===== src/rtl/seg_display_scan.sv =====
// Multiplexed 7-segment scanner: NUM_DIGITS hex digits on a shared active-low
// cathode bus, frame-synchronous input capture, blanking, LZ suppression and PWM dimming.
module seg_display_scan #(
    parameter int NUM_DIGITS = 8,
    parameter int DIV        = 100000
) (
    input  logic                    clock,
    input  logic                    reset_n,
    input  logic [4*NUM_DIGITS-1:0] digits,
    input  logic [NUM_DIGITS-1:0]   dp,
    input  logic [NUM_DIGITS-1:0]   blank,
    input  logic                    lz_blank,
    input  logic [3:0]              bright,
    output logic [NUM_DIGITS-1:0]   anode,
    output logic [6:0]              cathode,
    output logic                    dp_n,
    output logic                    frame_start
);

    localparam int CNT_W = $clog2(DIV);
    localparam int IDX_W = $clog2(NUM_DIGITS);

    logic [CNT_W-1:0]        cnt_q, cnt_d;
    logic [IDX_W-1:0]        idx_q, idx_d;
    logic [3:0]              pwm_q, pwm_d;
    logic                    init_q, init_d;
    logic                    load_q, load_d;
    logic [4*NUM_DIGITS-1:0] sh_digits_q, sh_digits_d;
    logic [NUM_DIGITS-1:0]   sh_dp_q, sh_dp_d;
    logic [NUM_DIGITS-1:0]   sh_blank_q, sh_blank_d;
    logic                    sh_lz_q, sh_lz_d;
    logic [NUM_DIGITS-1:0]   anode_q, anode_d;
    logic [6:0]              cathode_q, cathode_d;
    logic                    dp_n_q, dp_n_d;
    logic                    frame_start_q, frame_start_d;

    logic                    cnt_last, idx_last, load, lit;
    logic                    lz_run;
    logic [NUM_DIGITS-1:0]   dark;
    logic [3:0]              cur_digit;
    logic                    cur_dp, cur_dark;

    function automatic logic [6:0] seg_pattern(input logic [3:0] v);
        case (v)
            4'h0: seg_pattern = 7'h3F;
            4'h1: seg_pattern = 7'h06;
            4'h2: seg_pattern = 7'h5B;
            4'h3: seg_pattern = 7'h4F;
            4'h4: seg_pattern = 7'h66;
            4'h5: seg_pattern = 7'h6D;
            4'h6: seg_pattern = 7'h7D;
            4'h7: seg_pattern = 7'h07;
            4'h8: seg_pattern = 7'h7F;
            4'h9: seg_pattern = 7'h6F;
            4'hA: seg_pattern = 7'h77;
            4'hB: seg_pattern = 7'h7C;
            4'hC: seg_pattern = 7'h39;
            4'hD: seg_pattern = 7'h5E;
            4'hE: seg_pattern = 7'h79;
            default: seg_pattern = 7'h71;
        endcase
    endfunction

    always_comb begin
        cnt_last = (cnt_q == CNT_W'(DIV - 1));
        idx_last = (idx_q == IDX_W'(NUM_DIGITS - 1));
        load     = init_q | (cnt_last & idx_last);

        cnt_d       = cnt_q;
        idx_d       = idx_q;
        pwm_d       = pwm_q;
        init_d      = 1'b0;
        load_d      = load;
        sh_digits_d = sh_digits_q;
        sh_dp_d     = sh_dp_q;
        sh_blank_d  = sh_blank_q;
        sh_lz_d     = sh_lz_q;

        // Counters hold during the init load so the first frame starts cleanly at cnt=0, idx=0.
        if (!init_q) begin
            cnt_d = cnt_last ? '0 : cnt_q + CNT_W'(1);
            pwm_d = pwm_q + 4'd1;
            if (cnt_last) begin
                idx_d = idx_last ? '0 : idx_q + IDX_W'(1);
            end
        end

        if (load) begin
            sh_digits_d = digits;
            sh_dp_d     = dp;
            sh_blank_d  = blank;
            sh_lz_d     = lz_blank;
        end

        // Walk from the most significant digit down; lz_run stays set while all seen digits are zero.
        lz_run = 1'b1;
        dark   = '0;
        for (int i = NUM_DIGITS - 1; i >= 0; i--) begin
            lz_run  = lz_run & (sh_digits_q[4*i +: 4] == 4'h0);
            dark[i] = sh_blank_q[i] | (sh_lz_q & (i != 0) & lz_run);
        end

        cur_digit = 4'h0;
        cur_dp    = 1'b0;
        cur_dark  = 1'b1;
        for (int i = 0; i < NUM_DIGITS; i++) begin
            if (idx_q == IDX_W'(i)) begin
                cur_digit = sh_digits_q[4*i +: 4];
                cur_dp    = sh_dp_q[i];
                cur_dark  = dark[i];
            end
        end

        lit = !cur_dark && (cnt_q != '0) && (pwm_q <= bright);

        anode_d   = '1;
        cathode_d = 7'h7F;
        dp_n_d    = 1'b1;
        if (lit) begin
            for (int i = 0; i < NUM_DIGITS; i++) begin
                if (idx_q == IDX_W'(i)) anode_d[i] = 1'b0;
            end
            cathode_d = ~seg_pattern(cur_digit);
            dp_n_d    = ~cur_dp;
        end

        // The cycle after a load is the state (cnt=0, idx=0) of the new frame.
        frame_start_d = load_q;
    end

    always_ff @(posedge clock or negedge reset_n) begin
        if (!reset_n) begin
            cnt_q         <= '0;
            idx_q         <= '0;
            pwm_q         <= '0;
            init_q        <= 1'b1;
            load_q        <= 1'b0;
            sh_digits_q   <= '0;
            sh_dp_q       <= '0;
            sh_blank_q    <= '0;
            sh_lz_q       <= 1'b0;
            anode_q       <= '1;
            cathode_q     <= 7'h7F;
            dp_n_q        <= 1'b1;
            frame_start_q <= 1'b0;
        end else begin
            cnt_q         <= cnt_d;
            idx_q         <= idx_d;
            pwm_q         <= pwm_d;
            init_q        <= init_d;
            load_q        <= load_d;
            sh_digits_q   <= sh_digits_d;
            sh_dp_q       <= sh_dp_d;
            sh_blank_q    <= sh_blank_d;
            sh_lz_q       <= sh_lz_d;
            anode_q       <= anode_d;
            cathode_q     <= cathode_d;
            dp_n_q        <= dp_n_d;
            frame_start_q <= frame_start_d;
        end
    end

    assign anode       = anode_q;
    assign cathode     = cathode_q;
    assign dp_n        = dp_n_q;
    assign frame_start = frame_start_q;

endmodule


===== config.mk =====
export PLATFORM = sky130hd
export DESIGN_NAME = seg_display_scan
export DESIGN_NICKNAME = d
export VERILOG_FILES = /design/src/rtl/seg_display_scan.sv
export SDC_FILE = /design/constraint.sdc
export NUM_CORES = 1
export LEC_CHECK = 0
export ABC_AREA = 1
export CAP_MARGIN = 10
export CORE_MARGIN = 2
export CORE_UTILIZATION = 55
export DETAILED_ROUTE_END_ITERATION = 16
export GPL_ROUTABILITY_DRIVEN = 0
export PLACE_DENSITY = 0.79
export SLEW_MARGIN = 20
export SYNTH_ARGS = -nofsm -noshare
export SYNTH_HDL_FRONTEND = slang
export SYNTH_SLANG_ARGS = --single-unit
export TNS_END_PERCENT = 10

===== constraint.sdc =====
create_clock -name clock -period 2.85 [get_ports clock]
set_clock_uncertainty 0.15 [all_clocks]
set_input_delay 0.57 -clock clock [delete_from_list [all_inputs] [get_ports clock]]
set_output_delay 0.57 -clock clock [all_outputs]
set_load 0.02 [all_outputs]

==> flow_summary.toml, run 1 <==
[cells_and_area]
fin_cells = 813
final_util_pct = 68.71
area_growth_syn_to_layout_pct = 21.71
antenna_cells = 0
nNetsFinal = 774
drive_gt1_share_pct = 10.64
fill_cells = 722

[timing]
fmax_mhz = 382.3
relSlewSlack_pct = 45.31
period_share_pct = 91.79
max_slew.worst_pin.slew_ns = 0.8203
setup_violations = 0
tns_ns = 0
final_hold_viol_count = 0
fin_crit_ns = 2.616
finalMaxSlewViolations = 0

[synthesis]
synth.net_count = 699
synth_seq_cells = 92
synth-compound-area-share_pct = 7.354
synthCells = 625
yosysTopAreaCell = "dfrtp_1"
ys_seq_area_share_pct = 47.42
synth.most_common_cell = "nand2_1"
synth_top_family_by_area = "simple AND/OR/NAND/NOR gates"
synth-adder-area-share_pct = 4.852
yosys-top-cells-count = "nand2_1, dfrtp_1, inv_1"
synth-simple-area-share_pct = 31.72
synth.cell_area_um2 = 4900
ys_async_sr_fraction_pct = 100.0
syn_area_per_cell_um2 = 7.840
synth-main-ff-cell = "dfrtp_1"
yosysWarnings = 0
synth_cell_types = 44
synth_edf_count = 0
synth_area_leaders = "dfrtp_1, nand2_1, dfstp_2"
synthMuxAreaShare_pct = 0
netlist.area_leader.share_pct = 38.30
synth-xor-area-share_pct = 1.073

[drt]
drtPass1Iterations = 9
antenna_left = 0
viasPerCell = 5.269
routed_wirelength_um = 11140
post_drt_wl_per_cell_um = 13.70
drt-initial-drc-count = 217
vias = 4284
drc = 0

[worst_setup_path]
cp_common_cell = "nand2_1"
path_class = "reg2reg"
cp_max_fo = 10
cp_data_arrival_time_ns = 2.75
cp_num_buf_inv = 4
crit_required_ns = 2.99
end_kind = "flip-flop"
slowest_delay_ns = 0.41
crit_chain = "inv_1, ha_1, nand2_4, inv_1, nand2_1, nand3_1, nand3_1, nand2_1, nand2_1, nand2_1, nand2_1, ha_1, inv_1, nand3_1, nand3_1, nand2_1, inv_1, nand3_2"
startpoint_type = "flip-flop"
critical_path.top_delay_family = "simple AND/OR/NAND/NOR gates"
crit_slowest_cell = "dfrtp_1"

[clock_network]
clockBufferDepth = 2
cts_setup_buffers = 0
clock-sinks = 92
cts_root_buffer = "clkbuf_8"
clk_latency_ns = 0.37
cts_tree = "built"
htreeDepth = 3
cts_buffers = 9
clk_pin_slew_ns = 0.10

[run]
cap_violations = 0

[power_and_ir_drop]
p_leak_nw = 3.003
ir_drop_mv = 0.3728
finalPower_mw = 3.523
pwr_density_cell_nw_per_um2 = 590.8

[global_routing]
grt_pass1_vias = 4120
grt_pass1_wl_um = 18920
antenna_found_initial = 0
grt_use_total_pct = 24.13
grt_overflow = 0
grt_max_degree = 68

[floorplan]
coreArea_um2 = 8678
die_w_um = 98.39
die_h_um = 98.39
num_rows = 34
dieArea_um2 = 9680
num_io_pins = 72
initial_utilization_pct = 56.46

[run_status]
status = "finished clean"

[min_path]
hold_path.class = "in2async"

[place]
dpl.hpwl_um = 8330
dp.cells = 797
numPortBuffers = 71
==> worst reg2reg max path: cells and delay by family, from the launching register on <==
family	cells	cell delay (ns)
AND/OR/NAND/NOR	12	1.04
adder cells (fa/ha/maj)	2	0.51
buffers and inverters	4	0.45
flip-flops	1	0.41
==> kinds of logic (layout without fill, tap and decap cells) <==
logic type / after synthesis / after routing
AO/OA/AOI/OAI: 64 / 64
flip-flops: 92 / 92
adder cells (fa/ha/maj): 19 / 19
other: 1 / 1
buffers and inverters: 90 / 170
AND/OR/NAND/NOR: 353 / 353
XOR/XNOR: 6 / 6
==> through the flow <==
| stage | setup WS [ns] | cell area (um^2) | hold slack [ns] |
|---|---|---|---|
| final | 0.2340 | 5963 | 0.1165 |
| after global routing | -0.001406 | 5963 | 0.1988 |
| after CTS | 0.1033 | 5944 | 0.1638 |
| after detailed placement | 0.09462 | 5717 | 0.2088 |
| after global placement | 0.2667 | 5717 | 0.1852 |
| after floorplan | 0.4330 | 4900 | 0.1244 |
==> repair_timing <==
action / CTS / global route
gates resized for setup: 0 / 5
setup endpoints to repair: 0 / 7
hold buffers: 0 / 0
==> metal layers <==
metal	up-vias	routed length [um]	GRT usage, %
li1	2112	-	-
met5	-	0	0
met4	0	111	6.006
met3	8	634	5.154
met2	138	5450	39.61
met1	2026	4941	32.99
==> path summary, 6_finish.rpt <==
check | startpoint | to | slack, ns | cells past startpoint
worst max-delay path | idx_q[0] | cathode[3] | 0.23 | 18
worst min-delay path | reset_n | cnt_q[5] | 0.12 | 1
worst max register to register | idx_q[0] | cathode[3] | 0.23 | 18
worst min register to register | frame_start_d | frame_start | 0.23 | 0
max in group asynchronous | reset_n | sh_blank_q[4] | 1.66 | 2
min in group clock | frame_start_d | frame_start | 0.23 | 0
==> report_power, final <==
part	leakage, nW	internal [mW]	total, mW	switching, mW
Sequential	1.11	1.53	1.66	0.136
Clock	0.113	0.541	0.991	0.450
Combinational	1.78	0.374	0.870	0.496
==> flip-flops by register name, summed over array words and instances (netlist names), 3 cells and up <==
signal / cells
anode: 8
cathode: 7
cnt_q: 17
idx_q: 3
pwm_q: 4
sh_blank_q: 8
sh_digits_q: 32
sh_dp_q: 8
==> layout by cell type, fill, tap and decap left out, types with 4 or more instances in the layout <==
cell	instances
nand2_1	230
dfrtp_1	75
clkdlybuf4s50_1	70
inv_1	69
nand3_1	42
nor2_1	37
o21ai_0	36
ha_1	17
dfstp_2	17
a21oi_1	16
clkbuf_8	11
nand4_1	10
buf_4	9
nor3_1	7
inv_2	5
nand2_2	5
nand2_4	4
xor2_1	4
==> area by class of cell <==
class                      count  area [um^2]  area share, %
tap                          108        135.1          2.266
inverter                      75        281.5          4.721
clock buffer                  12        155.1          2.602
timing repair buffer          79        768.2          12.88
sequential                    92         2323          38.96
clock inverter                 4        72.57          1.217
multi-input combinational    443         2227          37.35
No activity file was read; power rests on OpenSTA's default activity.
==> run 2, diff against run 1 <==
- ABC_AREA: 1 -> unset
- CORE_UTILIZATION: 55 -> 54
- PLACE_DENSITY: 0.79 -> 0.78
- SLEW_MARGIN: 20 -> unset
==> run 2 against run 1 <==
  * Power increased by 0.21%
  * Final area decreased by 1.5%
  * Critical path depth decreased by 9
  * Sequential share of layout area increased by 0.58 points
  * Sequential power increased by 2%
  * Largest power group unchanged
==> flow_summary.toml, run 2 <==
[clock_network]
cts_buffers = 9
cts_root_buffer = "clkbuf_8"
clk_latency_ns = 0.37
htreeDepth = 3
cts_tree = "built"
clock-sinks = 92
clockBufferDepth = 2
clk_pin_slew_ns = 0.09

[worst_setup_path]
end_kind = "flip-flop"
path_class = "reg2reg"
startpoint_type = "flip-flop"
rr_worst_depth = 9
cp_max_fo = 8
cp_data_arrival_time_ns = 2.89
crit_required_ns = 2.98

[synthesis]
synth.net_count = 487
synth_seq_cells = 92
synth.most_common_cell = "dfrtp_1"
yosysWarnings = 0
yosysTopAreaCell = "dfrtp_1"
synth.cell_area_um2 = 4698
synth_area_leaders = "dfrtp_1, mux2_2, dfstp_2"
synth_edf_count = 0
yosys-top-cells-count = "dfrtp_1, mux2_2, nand2_1"
synth_cell_types = 64
ys_async_sr_fraction_pct = 100.0
ys_seq_area_share_pct = 49.45
synth-main-ff-cell = "dfrtp_1"
netlist.area_leader.share_pct = 39.95
synthCells = 413
syn_area_per_cell_um2 = 11.38

[timing]
fin_crit_ns = 2.757
max_slew.worst_pin.slew_ns = 0.6175
setup_violations = 0
relSlewSlack_pct = 58.84
period_share_pct = 96.74
final_hold_viol_count = 0
tns_ns = 0
fmax_mhz = 362.7
finalMaxSlewViolations = 0
rsz0062_at_grt = "yes"

[global_routing]
antenna_found_initial = 0
grt_pass1_wl_um = 17010
grt_max_degree = 51
grt_pass1_vias = 3540
grt_overflow = 0
grt_use_total_pct = 22.25

[min_path]
hold_path.class = "reg2reg"
worstHoldPathCells = 0

[drt]
antenna_left = 0
drt-initial-drc-count = 203
drtPass1Iterations = 5
drc = 0
viasPerCell = 5.686
routed_wirelength_um = 9954
vias = 3480
post_drt_wl_per_cell_um = 16.26

[cells_and_area]
layout_common_cells = "dfrtp_1, clkdlybuf4s50_1, mux2_2, nand2_1, buf_4"
nNetsFinal = 573
regMostFlops = "sh_digits_q"
drive_gt1_share_pct = 26.19
seq_area_um2 = 2323
area_growth_syn_to_layout_pct = 25.06
fill_cells = 651
largest_reg_flops = 32
top_regs = "sh_digits_q x32, cnt_q x17"
layout_commonest_cell = "dfrtp_1"
multiInputGateArea_um2 = 2237
antenna_cells = 0

[power_and_ir_drop]
p_leak_nw = 2.492
finalPower_mw = 3.530
pwr_density_cell_nw_per_um2 = 600.8
ir_drop_mv = 0.3131

[floorplan]
num_rows = 34
coreArea_um2 = 8593
num_io_pins = 72
initial_utilization_pct = 54.67
die_h_um = 97.28
dieArea_um2 = 9462
die_w_um = 97.28

[run_status]
status = "finished clean"

[place]
dpl.hpwl_um = 7466
numPortBuffers = 71

[run]
cap_violations = 0
==> run 2: changes by cell type after synthesis, moves of 8 or more <==
cell | before | now
clkbuf_1 | 3 | 11
inv_1 | 70 | 18
mux2_2 | 0 | 51
nand2_1 | 230 | 32
nand3_1 | 42 | 15
nand4_1 | 10 | 1
nor2_1 | 37 | 15
o21ai_0 | 36 | 13
xnor2_1 | 2 | 10
==> run 2: cell type report <==
type / instances / share of cell area (%)
Clock buffer: 10 / 2.342
Multi-Input combinational cell: 284 / 38.08
Timing Repair Buffer: 93 / 15.33
Clock inverter: 6 / 1.193
Sequential cell: 92 / 39.54
Inverter: 19 / 1.214
Tap cell: 108 / 2.300
==> run 2: layer usage <==
layer | up-vias | part of all wire, % | track usage, %
met4 | 0 | 2.1 | 9.081
met3 | 15 | 4.5 | 3.525
met1 | 1715 | 47 | 31.57
li1 | 1652 | - | -
met5 | - | 0 | 0
met2 | 98 | 47 | 34.46
==> run 2: power by group <==
group	switching (mW)	total [mW]	internal, mW	leakage, nW
clock	0.476	0.915	0.439	0.108
sequential	0.161	1.70	1.54	1.09
combinational	0.430	0.914	0.484	1.29
==> run 2: worst paths after layout <==
check	start	slack [ns]	endpoint
max	idx_q[0]	0.09	cathode[1]
min	frame_start_d	0.21	frame_start
max reg2reg	idx_q[0]	0.09	cathode[1]
min reg2reg	frame_start_d	0.21	frame_start
max in group asynchronous	reset_n	1.38	sh_blank_q[4]
min in group asynchronous	reset_n	0.53	frame_start
==> run 2: timing repair <==
action | in CTS | in global routing
hold buffers | 1 | 0
endpoints found under the hold margin | 16 | 0
setup endpoints to repair | 0 | 15
gates resized for setup | 0 | 3
setup buffers | 0 | 0
==> run 2: critical path, stage by stage, from the launching register on <==
cell,delay (ns)
dfrtp_1,0.42
ha_1,0.23
ha_1,0.28
buf_4,0.20
or3b_2,0.44
o2111ai_1,0.10
o22a_1,0.23
o21ai_2,0.16
mux2_2,0.32
o221ai_1,0.16
==> run 2: metrics by stage <==
step                      worst slack [ns]  util (%)  area [um^2]  cells  hold WS, ns
after detailed placement          0.008895     65.77         5652    595       0.1873
after global placement             0.09125     65.77         5652    595       0.1860
after floorplan                   0.009024         -         4703    413       0.1244
after CTS                          0.05129     68.30         5869    612       0.2085
final                              0.09293     68.38         5876    612       0.2057
after global routing              -0.03793     68.38         5876    612       0.2261
==> run 2: cells by family (layout without fill, tap and decap cells) <==
| kind of cell | Yosys count | after routing | share of synthesized area, % |
|---|---|---|---|
| xor+xnor | 18 | 18 | 3.356 |
| compound gates | 66 | 66 | 10.01 |
| mux | 55 | 55 | 13.08 |
| other cells | 1 | 1 | 0.07982 |
| buf+inv | 37 | 128 | 3.302 |
| fa+ha+maj | 19 | 19 | 5.060 |
| simple gates | 125 | 125 | 15.66 |
| flops | 92 | 92 | 49.45 |
